$ cat config.mk
export PLATFORM = sky130hd
export DESIGN_NAME = addsub_arbiter_flat
export DESIGN_NICKNAME = d
export VERILOG_FILES = /design/src/rtl/addsub_arbiter_if.sv /design/src/rtl/addsub_arbiter.sv /design/src/flat_wrapper.sv
export SDC_FILE = /design/constraint.sdc
export NUM_CORES = 1
export LEC_CHECK = 0
export CORE_ASPECT_RATIO = 0.8
export CORE_MARGIN = 10
export CORE_UTILIZATION = 30
export CTS_CLUSTER_DIAMETER = 200
export DETAILED_ROUTE_END_ITERATION = 10
export PLACE_DENSITY_LB_ADDON = 0.05
export SLEW_MARGIN = 20
export SYNTH_ARGS = -nofsm -noshare
export SYNTH_HDL_FRONTEND = slang
export SYNTH_SLANG_ARGS = --single-unit
$ cat constraint.sdc
create_clock -name clk -period 1.9 [get_ports clk]
set_input_delay 0.38 -clock clk [delete_from_list [all_inputs] [get_ports clk]]
set_output_delay 0.38 -clock clk [all_outputs]
set_load 0.05 [all_outputs]
$ cat src/rtl/addsub_arbiter_if.sv
// Request/unit/response bundle for addsub_arbiter.
// rsp_z exists only when ADDSUB_ZERO_FLAG_EN is defined.
interface addsub_arbiter_if;
  logic       req0_valid;
  logic       req1_valid;
  logic       req0_ready;
  logic       req1_ready;
  logic       req0_m;
  logic       req1_m;
  logic [3:0] req0_a;
  logic [3:0] req1_a;
  logic [3:0] req0_b;
  logic [3:0] req1_b;
  logic       au_m;
  logic [3:0] au_a;
  logic [3:0] au_b;
  logic [3:0] au_s;
  logic       au_c;
  logic       au_v;
  logic       rsp_valid;
  logic       rsp_id;
  logic [3:0] rsp_s;
  logic       rsp_c;
  logic       rsp_v;
`ifdef ADDSUB_ZERO_FLAG_EN
  logic       rsp_z;
`endif

  modport slave (
    input  req0_valid, req1_valid, req0_m, req1_m,
    input  req0_a, req1_a, req0_b, req1_b,
    input  au_s, au_c, au_v,
    output req0_ready, req1_ready,
    output au_m, au_a, au_b,
    output rsp_valid, rsp_id, rsp_s, rsp_c, rsp_v
`ifdef ADDSUB_ZERO_FLAG_EN
    , output rsp_z
`endif
  );

  modport master (
    output req0_valid, req1_valid, req0_m, req1_m,
    output req0_a, req1_a, req0_b, req1_b,
    output au_s, au_c, au_v,
    input  req0_ready, req1_ready,
    input  au_m, au_a, au_b,
    input  rsp_valid, rsp_id, rsp_s, rsp_c, rsp_v
`ifdef ADDSUB_ZERO_FLAG_EN
    , input rsp_z
`endif
  );
endinterface

$ cat src/rtl/addsub_arbiter.sv
// Two-requester round-robin arbiter/sequencer for a shared 4-bit adder-subtractor.
// Optional zero flag on the response bus: define ADDSUB_ZERO_FLAG_EN.
module addsub_arbiter #(
  parameter int unsigned SETTLE_CYCLES = 1
) (
  input logic             clk,
  input logic             rst_n,
  addsub_arbiter_if.slave bus
);

  typedef enum logic [1:0] {
    S_IDLE,
    S_SETTLE,
    S_RESP
  } state_t;

  localparam logic [3:0] LP_LOAD = 4'(SETTLE_CYCLES - 1);

  state_t     r_state;
  logic       r_ptr;
  logic [3:0] r_cnt;
  logic       r_owner;
  logic       r_au_m;
  logic [3:0] r_au_a;
  logic [3:0] r_au_b;
  logic       r_rsp_valid;
  logic       r_rsp_id;
  logic [3:0] r_rsp_s;
  logic       r_rsp_c;
  logic       r_rsp_v;
`ifdef ADDSUB_ZERO_FLAG_EN
  logic       r_rsp_z;
`endif

  logic w_grant0;
  logic w_grant1;
  logic w_idle;

  always_comb begin
    w_grant0 = bus.req0_valid & (~bus.req1_valid | ~r_ptr);
    w_grant1 = bus.req1_valid & (~bus.req0_valid |  r_ptr);
    // Ready must stay low while reset is held even though the state already reads IDLE.
    w_idle   = rst_n & (r_state == S_IDLE);
  end

  assign bus.req0_ready = w_idle & w_grant0;
  assign bus.req1_ready = w_idle & w_grant1;
  assign bus.au_m       = r_au_m;
  assign bus.au_a       = r_au_a;
  assign bus.au_b       = r_au_b;
  assign bus.rsp_valid  = r_rsp_valid;
  assign bus.rsp_id     = r_rsp_id;
  assign bus.rsp_s      = r_rsp_s;
  assign bus.rsp_c      = r_rsp_c;
  assign bus.rsp_v      = r_rsp_v;
`ifdef ADDSUB_ZERO_FLAG_EN
  assign bus.rsp_z      = r_rsp_z;
`endif

  always_ff @(posedge clk or negedge rst_n) begin
    if (!rst_n) begin
      r_state     <= S_IDLE;
      r_ptr       <= 1'b0;
      r_cnt       <= '0;
      r_owner     <= 1'b0;
      r_au_m      <= 1'b0;
      r_au_a      <= '0;
      r_au_b      <= '0;
      r_rsp_valid <= 1'b0;
      r_rsp_id    <= 1'b0;
      r_rsp_s     <= '0;
      r_rsp_c     <= 1'b0;
      r_rsp_v     <= 1'b0;
`ifdef ADDSUB_ZERO_FLAG_EN
      r_rsp_z     <= 1'b0;
`endif
    end else begin
      case (r_state)
        S_IDLE: begin
          r_rsp_valid <= 1'b0;
          if (w_grant0 | w_grant1) begin
            r_au_m  <= w_grant1 ? bus.req1_m : bus.req0_m;
            r_au_a  <= w_grant1 ? bus.req1_a : bus.req0_a;
            r_au_b  <= w_grant1 ? bus.req1_b : bus.req0_b;
            // Owner is held privately so rsp_id keeps the previous result's tag until capture.
            r_owner <= w_grant1;
            r_ptr   <= w_grant0;
            r_cnt   <= LP_LOAD;
            r_state <= S_SETTLE;
          end
        end
        S_SETTLE: begin
          if (r_cnt == '0) begin
            r_rsp_s     <= bus.au_s;
            r_rsp_c     <= bus.au_c;
            r_rsp_v     <= bus.au_v;
`ifdef ADDSUB_ZERO_FLAG_EN
            r_rsp_z     <= (bus.au_s == 4'b0000);
`endif
            r_rsp_id    <= r_owner;
            r_rsp_valid <= 1'b1;
            r_state     <= S_RESP;
          end else begin
            r_cnt <= r_cnt - 4'd1;
          end
        end
        S_RESP: begin
          r_rsp_valid <= 1'b0;
          r_state     <= S_IDLE;
        end
        default: begin
          r_rsp_valid <= 1'b0;
          r_state     <= S_IDLE;
        end
      endcase
    end
  end

endmodule
$ cat src/flat_wrapper.sv
// flat-port wrapper written by rule: the top's interface ports become plain ports
module addsub_arbiter_flat 
#(
  parameter int unsigned SETTLE_CYCLES = 1
)
  (clk, rst_n, bus_req0_valid, bus_req1_valid, bus_req0_m, bus_req1_m, bus_req0_a, bus_req1_a, bus_req0_b, bus_req1_b, bus_au_s, bus_au_c, bus_au_v, bus_req0_ready, bus_req1_ready, bus_au_m, bus_au_a, bus_au_b, bus_rsp_valid, bus_rsp_id, bus_rsp_s, bus_rsp_c, bus_rsp_v);
  addsub_arbiter_if bus_i ();
  input logic clk;
  input logic rst_n;
  input wire logic [$bits(bus_i.req0_valid)-1:0] bus_req0_valid;
  input wire logic [$bits(bus_i.req1_valid)-1:0] bus_req1_valid;
  input wire logic [$bits(bus_i.req0_m)-1:0] bus_req0_m;
  input wire logic [$bits(bus_i.req1_m)-1:0] bus_req1_m;
  input wire logic [$bits(bus_i.req0_a)-1:0] bus_req0_a;
  input wire logic [$bits(bus_i.req1_a)-1:0] bus_req1_a;
  input wire logic [$bits(bus_i.req0_b)-1:0] bus_req0_b;
  input wire logic [$bits(bus_i.req1_b)-1:0] bus_req1_b;
  input wire logic [$bits(bus_i.au_s)-1:0] bus_au_s;
  input wire logic [$bits(bus_i.au_c)-1:0] bus_au_c;
  input wire logic [$bits(bus_i.au_v)-1:0] bus_au_v;
  output wire logic [$bits(bus_i.req0_ready)-1:0] bus_req0_ready;
  output wire logic [$bits(bus_i.req1_ready)-1:0] bus_req1_ready;
  output wire logic [$bits(bus_i.au_m)-1:0] bus_au_m;
  output wire logic [$bits(bus_i.au_a)-1:0] bus_au_a;
  output wire logic [$bits(bus_i.au_b)-1:0] bus_au_b;
  output wire logic [$bits(bus_i.rsp_valid)-1:0] bus_rsp_valid;
  output wire logic [$bits(bus_i.rsp_id)-1:0] bus_rsp_id;
  output wire logic [$bits(bus_i.rsp_s)-1:0] bus_rsp_s;
  output wire logic [$bits(bus_i.rsp_c)-1:0] bus_rsp_c;
  output wire logic [$bits(bus_i.rsp_v)-1:0] bus_rsp_v;
  assign bus_i.req0_valid = bus_req0_valid;
  assign bus_i.req1_valid = bus_req1_valid;
  assign bus_i.req0_m = bus_req0_m;
  assign bus_i.req1_m = bus_req1_m;
  assign bus_i.req0_a = bus_req0_a;
  assign bus_i.req1_a = bus_req1_a;
  assign bus_i.req0_b = bus_req0_b;
  assign bus_i.req1_b = bus_req1_b;
  assign bus_i.au_s = bus_au_s;
  assign bus_i.au_c = bus_au_c;
  assign bus_i.au_v = bus_au_v;
  assign bus_req0_ready = bus_i.req0_ready;
  assign bus_req1_ready = bus_i.req1_ready;
  assign bus_au_m = bus_i.au_m;
  assign bus_au_a = bus_i.au_a;
  assign bus_au_b = bus_i.au_b;
  assign bus_rsp_valid = bus_i.rsp_valid;
  assign bus_rsp_id = bus_i.rsp_id;
  assign bus_rsp_s = bus_i.rsp_s;
  assign bus_rsp_c = bus_i.rsp_c;
  assign bus_rsp_v = bus_i.rsp_v;
  addsub_arbiter #(.SETTLE_CYCLES(SETTLE_CYCLES)) u_core (.clk(clk), .rst_n(rst_n), .bus(bus_i));
endmodule
; Word-level counts from Yosys, hierarchy flattened
; Index checks and enable logic that the tools add are counted.
[word_totals]
out_inout_bits = 19
in_bits = 28
ff_bits = 25
elab_cells = 46
[op_classes]
n_reduce_logical = 7
bitwise = 11
addsub = 1
eq_ne = 4
n_mux = 11
[op_table]
columns = op, n
row1 = two-way mux 4 bit, 4
row2 = case mux 4 bit (2 select lines), 1
row3 = AND reduction 2 bit, 3
row4 = AND 1 bit, 5
row5 = logical NOT 4 bit, 1
row6 = two-way mux 2 bit, 2
row7 = "!= test 2 bit, second input constant", 2
row8 = case mux 2 bit (2 select lines), 1
row9 = "subtractor 4 x 1 -> 4 bit, second input constant", 1
row10 = two-way mux 1 bit, 3
row11 = inverter 1 bit, 3
row12 = bitwise OR 1 bit, 3
row13 = AND reduction 3 bit, 1
row14 = "== test 2 x 1 -> 1 bit, second input constant", 1
row15 = logical NOT 2 bit, 1
row16 = "!= test 2 x 1 -> 1 bit, second input constant", 1
row17 = nonzero test 2 bit, 1

; Logic depth before layout (Yosys ltp)
; Gate-level depths: netlist (run 1).
[depth]
word_depth = 6
mapped_depth = 5
ltp_nobuf = 5

; Worst setup path after synthesis (run 1)
; Ideal clock, no wire load.
[synth_timing]
path_kind = reg-to-output
from = reg u_core.r_state[0]
to = out bus_req1_ready
t_required_ns = 1.520
path_stages_with_launch = 4
arrival_time_ns = 1.853
path_slack_ns = -0.333
path_buffers = 0
path_cell_list = dfrtp_1 nor2_1 nand2_1 nor3_1
[synth_between]
elab_chain_len = 3
[synth_lines]
columns = item, line
row1 = from (decl), addsub_arbiter.sv:19  ; state_t r_state;
row2 = from (signal assigned), addsub_arbiter.sv:62  ; r_state <= S_IDLE;
row3 = from (signal assigned), addsub_arbiter.sv:89  ; r_state <= S_SETTLE;
row4 = from (signal assigned), addsub_arbiter.sv:102  ; r_state <= S_RESP;
row5 = logical NOT 2 bit, addsub_arbiter.sv:43  ; w_idle = rst_n & (r_state == S_IDLE);
row6 = AND 1 bit, addsub_arbiter.sv:43
row7 = AND 1 bit, addsub_arbiter.sv:47  ; assign bus.req1_ready = w_idle & w_grant1;
row8 = to (decl), flat_wrapper.sv:22  ; output wire logic [$bits(bus_i.req1_ready)-1:0] bus_req1_ready;
; Every way passes these cells.

; Worst setup path after layout (run 1)
[layout_timing]
from = reg u_core.r_rsp_s[2], in the netlist u_core.bus.rsp_s[2]
to = out bus_rsp_s[2]
[layout_lines]
columns = item, line
row1 = from (decl), addsub_arbiter.sv:28  ; logic [3:0] r_rsp_s;
row2 = from (signal assigned), addsub_arbiter.sv:94  ; r_rsp_s <= bus.au_s;
row3 = to (decl), flat_wrapper.sv:28  ; output wire logic [$bits(bus_i.rsp_s)-1:0] bus_rsp_s;
; No word-level cell between the ends.

==> run metrics, run 1 <==
internal power approximately 1.6 mW; Yosys Warn Count 0; die width just over 90 µm; most common cell after layout, fill and taps aside clkdlybuf4s50_1; crit start category register; Final Cell Area roughly 1800 µm²; Setup WS post-layout 0.0727 ns; pwr dens around 1800 nW/µm²; Die Footprint 6910 µm²; crit-path max FO 2; placed cells 220; clock period minus worst slack ~1.8 ns; DRT iter0 DRCs 39; Die Ht ~76 µm; Longest Clk Path Bufs 2; RSZ-0062 raised after global routing false; Setup CP Type reg2out; Finished Core Util 0.471; Post-Syn Area ~1200 µm²; Clock power frac 0.103; CP bufs+invs 1; largest net degree at the start of global routing 26; slowest stage delay, CP between 0.8 and 0.9 ns; Worst-path clk slew around 0.09 ns; Antenna Nets Post-Route 0; placed inst area around 1700 µm²; antenna cells 0; Post-Synthesis Net Count about 150; worst skew pair latency 0.27 ns; Area Overhead vs Synth 50.3%; core area 3800 µm²; Synth cell types 25; # H-tree levels 1; crit-path leading delay family buffers and inverters; Avg Cell Area, Syn between 10 and 15 µm²; Peak VDD IR between 0.8 and 0.9 mV; Critical Path AT between 1 and 1.5 ns; final slew viol count 0; row count 20; Worst slew margin 0.665; starting density of the core 0.313; Top Ports between 40 and 50; sw frac 0.485; Hold Crit Class in2async; postcts setup bufs 0; routability cong. slightly below 0.7; Final TNS setup 0 ns; Via density 4.79; outcome complete, no violations; Setup Viol. Count Final 0; Reg2Reg Launch Point u_core.r_cnt[0]; Leak 0.747 nW; drt total wl 3440 µm; Sink Count 25; Root Buffer clkbuf_8; Worst R2R End u_core.bus.rsp_s[2]; f_max roughly 0.55 GHz; CP Capture Type output pin; grt total ovfl 0; PortBufs 46; Psw 1.53 mW; Synth area leaders dfrtp_1 (52%), a31oi_1 (6.8%), mux2_2 (6.6%); Yosys reg bits 25; Setup WS pre-CTS 0.0571 ns; top-area cell type share of the netlist area 0.525; CTS tree yes; Num CTS Buffers 3; area leader, netlist dfrtp_1; Final Skew between 0.003 and 0.004 ns; Overall Power between 3 and 4 mW; post-route insts no fill ~220; first-pass GRT wire length roughly 5700 µm; max-cap viol count 0; most frequent cells in the layout clkdlybuf4s50_1 (31), dfrtp_1 (24), buf_4 (21); DRC 0; Flop pwr share 0.316; drt wl/cell around 15 µm; Tcrit/Tclk final 0.962; vias in the first global route 1139; vias 1072; Final Hold Viols 0; share of cells above drive strength 1 0.231; Nets 200; initial antenna violation count 0; slowest CP cell clkdlybuf4s50_1; crit-path cells clkdlybuf4s50_1; hpwl dp about 2600 µm; Reg2Reg Setup Slack approximately 0.27 ns; critical path data required time 1.52 ns; Total GRT Usage 0.0987; final-layout fill cell count 400; drt pass-1 iters 5; worst-margin pin slew roughly 0.50 ns; sequential share of the synthesized area 0.525; hold slack slightly above 0.5 ns; combinational share of power 0.580; Worst Reg-to-Reg Cells 5; post-synthesis cell count 117
[power by group through the flow]
stage	Sequential, mW	Clock [mW]	Combinational, mW
finish	0.995	0.325	1.83
CTS	0.994	0.337	1.84
global placement	0.993	0	1.82
detailed placement	1.00	0	1.84
floorplan	1.60	0	0.639
global route	1.03	0.357	1.96
[cell families after synthesis]
family	Yosys count	synth area share
simple gates	35	0.165
mux	7	0.0661
fa+ha+maj	2	0.0210
flops	25	0.525
compound gates	38	0.178
buf+inv	10	0.0451
[cell type report]
type / instances / area (µm²) / share of cell area
clock buffers: 3 / 41.3 / 0.0230
clock inverters: 1 / 5.00 / 0.00279
inverters: 4 / 15.0 / 0.00838
multi-input cells: 82 / 527 / 0.294
flip-flops and latches: 25 / 627 / 0.350
well taps: 55 / 68.8 / 0.0384
repair buffers: 54 / 508 / 0.284
[repair_timing]
action / in CTS / in global routing
resized for setup: 0 / 3
hold buffers: 0 / 0
endpoints found under the setup margin: 0 / 1
[per-layer routing]
| layer | wire [µm] | global-route usage | vias to the layer above |
|---|---|---|---|
| li1 | - | - | 531 |
| met1 | 1650 | 0.126 | 513 |
| met2 | 1550 | 0.153 | 26 |
| met3 | 214 | 0.0374 | 2 |
| met4 | 19 | 0.0254 | 0 |
| met5 | 0 | 0 | - |
[synth_stat cells (all sizes together)]
| cell type | count |
|---|---|
| a211oi | 1 |
| a21oi | 11 |
| a31oi | 13 |
| and2 | 1 |
| buf | 3 |
| clkbuf | 3 |
| dfrtp | 25 |
| ha | 2 |
| inv | 4 |
| mux2 | 7 |
| nand2 | 4 |
| nand2b | 3 |
| nand3 | 12 |
| nor2 | 5 |
| nor2b | 2 |
| nor3 | 2 |
| nor3b | 1 |
| o21ai | 12 |
| o311ai | 1 |
| or2 | 1 |
| or2b | 1 |
| or3 | 2 |
| or4 | 1 |
[state kept, by name (all words and copies together) (netlist names), 2 cells and up]
signal,flops
u_core.r_state,2
u_core.bus.rsp_s,4
u_core.bus.au_a,4
u_core.bus.au_b,4
u_core.r_cnt,4
[worst max-delay path by stage]
stage / startpoint / to / slack (ns) / depth (start not counted)
final: u_core.bus.rsp_s[2] / bus_rsp_s[2] / 0.07 / 1
after global routing: u_core.r_state[0] / bus_req1_ready / 0.006 / 4
after CTS: u_core.r_state[0] / bus_req1_ready / 0.06 / 4
after detailed placement: bus_req1_valid / u_core.bus.au_a[0] / 0.06 / 4
after global placement: bus_req1_valid / bus_req1_ready / 0.08 / 4
after floorplan: u_core.r_state[0] / bus_req0_ready / 0.07 / 3
Power figures use the tool's default switching activity.
==> inputs of run 2 (changes only) <==
--- a/config.mk
+++ b/config.mk
@@ -8,8 +8,9 @@
 export CORE_ASPECT_RATIO = 0.8
 export CORE_MARGIN = 10
 export CORE_UTILIZATION = 30
-export CTS_CLUSTER_DIAMETER = 200
+export CTS_CLUSTER_DIAMETER = 120
 export DETAILED_ROUTE_END_ITERATION = 10
+export GPL_TIMING_DRIVEN = 0
 export PLACE_DENSITY_LB_ADDON = 0.05
 export SLEW_MARGIN = 20
 export SYNTH_ARGS = -nofsm -noshare
==> run 2 against run 1 <==
Effect of this change:
- largest cell class unchanged
- final cell count down 0.89%
- critical path type unchanged
- clock power down 3%
- global-route usage down 0.28 points
- clock skew up 0.0013 ns
- cell area down 0.14%
==> run metrics, run 2 (synthesized netlist as in run 1, its figures left out) <==
outcome complete, no violations; crit-path max FO 2 (unchanged); die width 90.5 µm (unchanged); Finished Core Util 0.470 (-0.000658); RSZ-0062 raised after global routing false; Tcrit/Tclk final 0.960 (-0.00143); initial antenna violation count 0 (unchanged); Hold Crit Class in2async; Nets 198 (-1.0%); max-cap viol count 0 (unchanged); Psw 1.51 mW (-1.0%); Setup WS post-layout 0.0754 ns (+0.00271 ns); drt wl/cell 14.9 µm (-3.1%); Final TNS setup 0 ns (unchanged); Num CTS Buffers 3 (unchanged); share of cells above drive strength 1 0.150 (-0.0811); Overall Power 3.17 mW (+0.83%); Via density 4.82 (+0.81%); vias 1071 (-0.093%); Clock power frac 0.099 (-0.004); clock period minus worst slack 1.82 ns (-0.00271 ns); final-layout fill cell count 384 (-4.0%); Die Ht 76.4 µm (unchanged); CTS tree yes; Top Ports 47 (unchanged); placed cells 218 (-0.91%); DRC 0 (unchanged); final slew viol count 0 (unchanged); vias in the first global route 1114 (-2.2%); Worst slew margin 0.654 (-0.0111); worst-margin pin slew 0.518 ns (+0.0166 ns); f_max 0.548 GHz (+0.15%); Leak 0.730 nW (-2.2%); hpwl dp 2470 µm (-5.5%); CP bufs+invs 1 (unchanged); core area 3800 µm² (unchanged); PortBufs 46 (unchanged); Setup Viol. Count Final 0 (unchanged); first-pass GRT wire length 5530 µm (-2.4%); Final Hold Viols 0 (unchanged); Worst Reg-to-Reg Cells 5 (unchanged); Antenna Nets Post-Route 0 (unchanged); routability cong. 0.692 (-0.55%); worst skew pair latency 0.27 ns (about the same); pwr dens 1770 nW/µm² (+0.97%); Setup WS pre-CTS -0.851 ns (-0.908 ns); Final Cell Area 1790 µm² (-0.14%); CP startpoint u_core.bus.au_b[0]; most frequent cells in the layout clkdlybuf4s50_1 (40), dfrtp_1 (24), a31oi_1 (13); Sink Count 25 (unchanged); DRT iter0 DRCs 52 (+33%); # H-tree levels 1 (unchanged); Reg2Reg Setup Slack 0.28 ns (about the same); crit start category register; Setup CP Type reg2out; Worst R2R End u_core.bus.rsp_s[1]; Total GRT Usage 0.0959 (-0.00279); grt total ovfl 0 (unchanged); Flop pwr share 0.315 (about the same); Longest Clk Path Bufs 2 (unchanged); largest net degree at the start of global routing 27 (+3.8%); placed inst area 1720 µm² (-0.79%); crit-path cells clkdlybuf4s50_1; Reg2Reg Launch Point u_core.r_cnt[0]; row count 20 (unchanged); sw frac 0.476 (-0.00902); Area Overhead vs Synth 50.1%; most common cell after layout, fill and taps aside clkdlybuf4s50_1; drt total wl 3300 µm (-4.0%); Crit path depth 1 (unchanged); crit-path leading delay family buffers and inverters; hold slack 0.0436 ns (-0.463 ns); slowest CP cell clkdlybuf4s50_1; Post-CTS Hold Buffers 0 (unchanged); slowest stage delay, CP 0.81 ns (about the same); internal power 1.66 mW (+2.6%); Worst-path clk slew 0.09 ns (about the same); Peak VDD IR 0.811 mV (-0.38%); post-route insts no fill 222 (-0.89%); Die Footprint 6910 µm² (unchanged); critical path data required time 1.52 ns (about the same); antenna cells 0 (unchanged); CP Capture Type output pin; drt pass-1 iters 4 (-1); starting density of the core 0.313 (unchanged); Critical Path AT 1.44 ns (about the same); Root Buffer clkbuf_8; Final Skew 0.00481 ns (+0.00125 ns); combinational share of power 0.585 (+0.005)
[run 2: cell types whose count changed in the layout (fill, tap and decap cells not counted), moves of 2 or more]
cell | before | now
clkdlybuf4s50_1 | 31 | 40
buf_12 | 2 | 0
buf_6 | 0 | 3
buf_4 | 21 | 1
dlygate4sd2_1 | 0 | 2
[run 2: worst max-delay path by stage]
stage	endpoint	slack, ns
4_1_cts	bus_req1_ready	0.05
2_1_floorplan	bus_req0_ready	0.07
5_1_grt	bus_rsp_s[1]	0.01
3_5_place_dp	bus_req0_ready	-0.85
6_report	bus_au_b[0]	0.08
3_3_place_gp	bus_req1_ready	-1.46
[run 2: layer usage]
layer	global-route usage	share of wire	vias to the layer above
li1	-	-	528
met1	0.128	0.47	509
met4	0.00952	0.0042	0
met3	0.0463	0.080	2
met5	0	0	-
met2	0.140	0.44	32
[run 2: repair_timing]
action                     CTS  global route
setup endpoints to repair    2             3
setup buffers                0             0
gates resized for setup     22             3
[run 2: area by class of cell]
type	count	area (µm²)	share of cell area
repair buffers	46	457	0.255
flip-flops and latches	25	627	0.350
inverters	4	15.0	0.00839
clock buffers	3	41.3	0.0231
plain buffers	6	50.0	0.0280
well taps	55	68.8	0.0385
multi-input cells	82	526	0.294
clock inverters	1	5.00	0.00280
[run 2: power groups by stage]
stage	clock (mW)	combinational [mW]	sequential, mW
after global placement	0	1.86	0.986
after global routing	0.352	2.00	1.04
after detailed placement	0	1.87	0.999
after floorplan	0	0.639	1.60
after CTS	0.337	1.88	1.00
final	0.315	1.86	1.00
[run 2: worst reg2reg max path: stages (launching register included)]
cell	delay, ns
dfrtp_1	0.40
inv_1	0.09
ha_1	0.17
nor3b_4	0.33
nand2_2	0.21
mux2_2	0.31
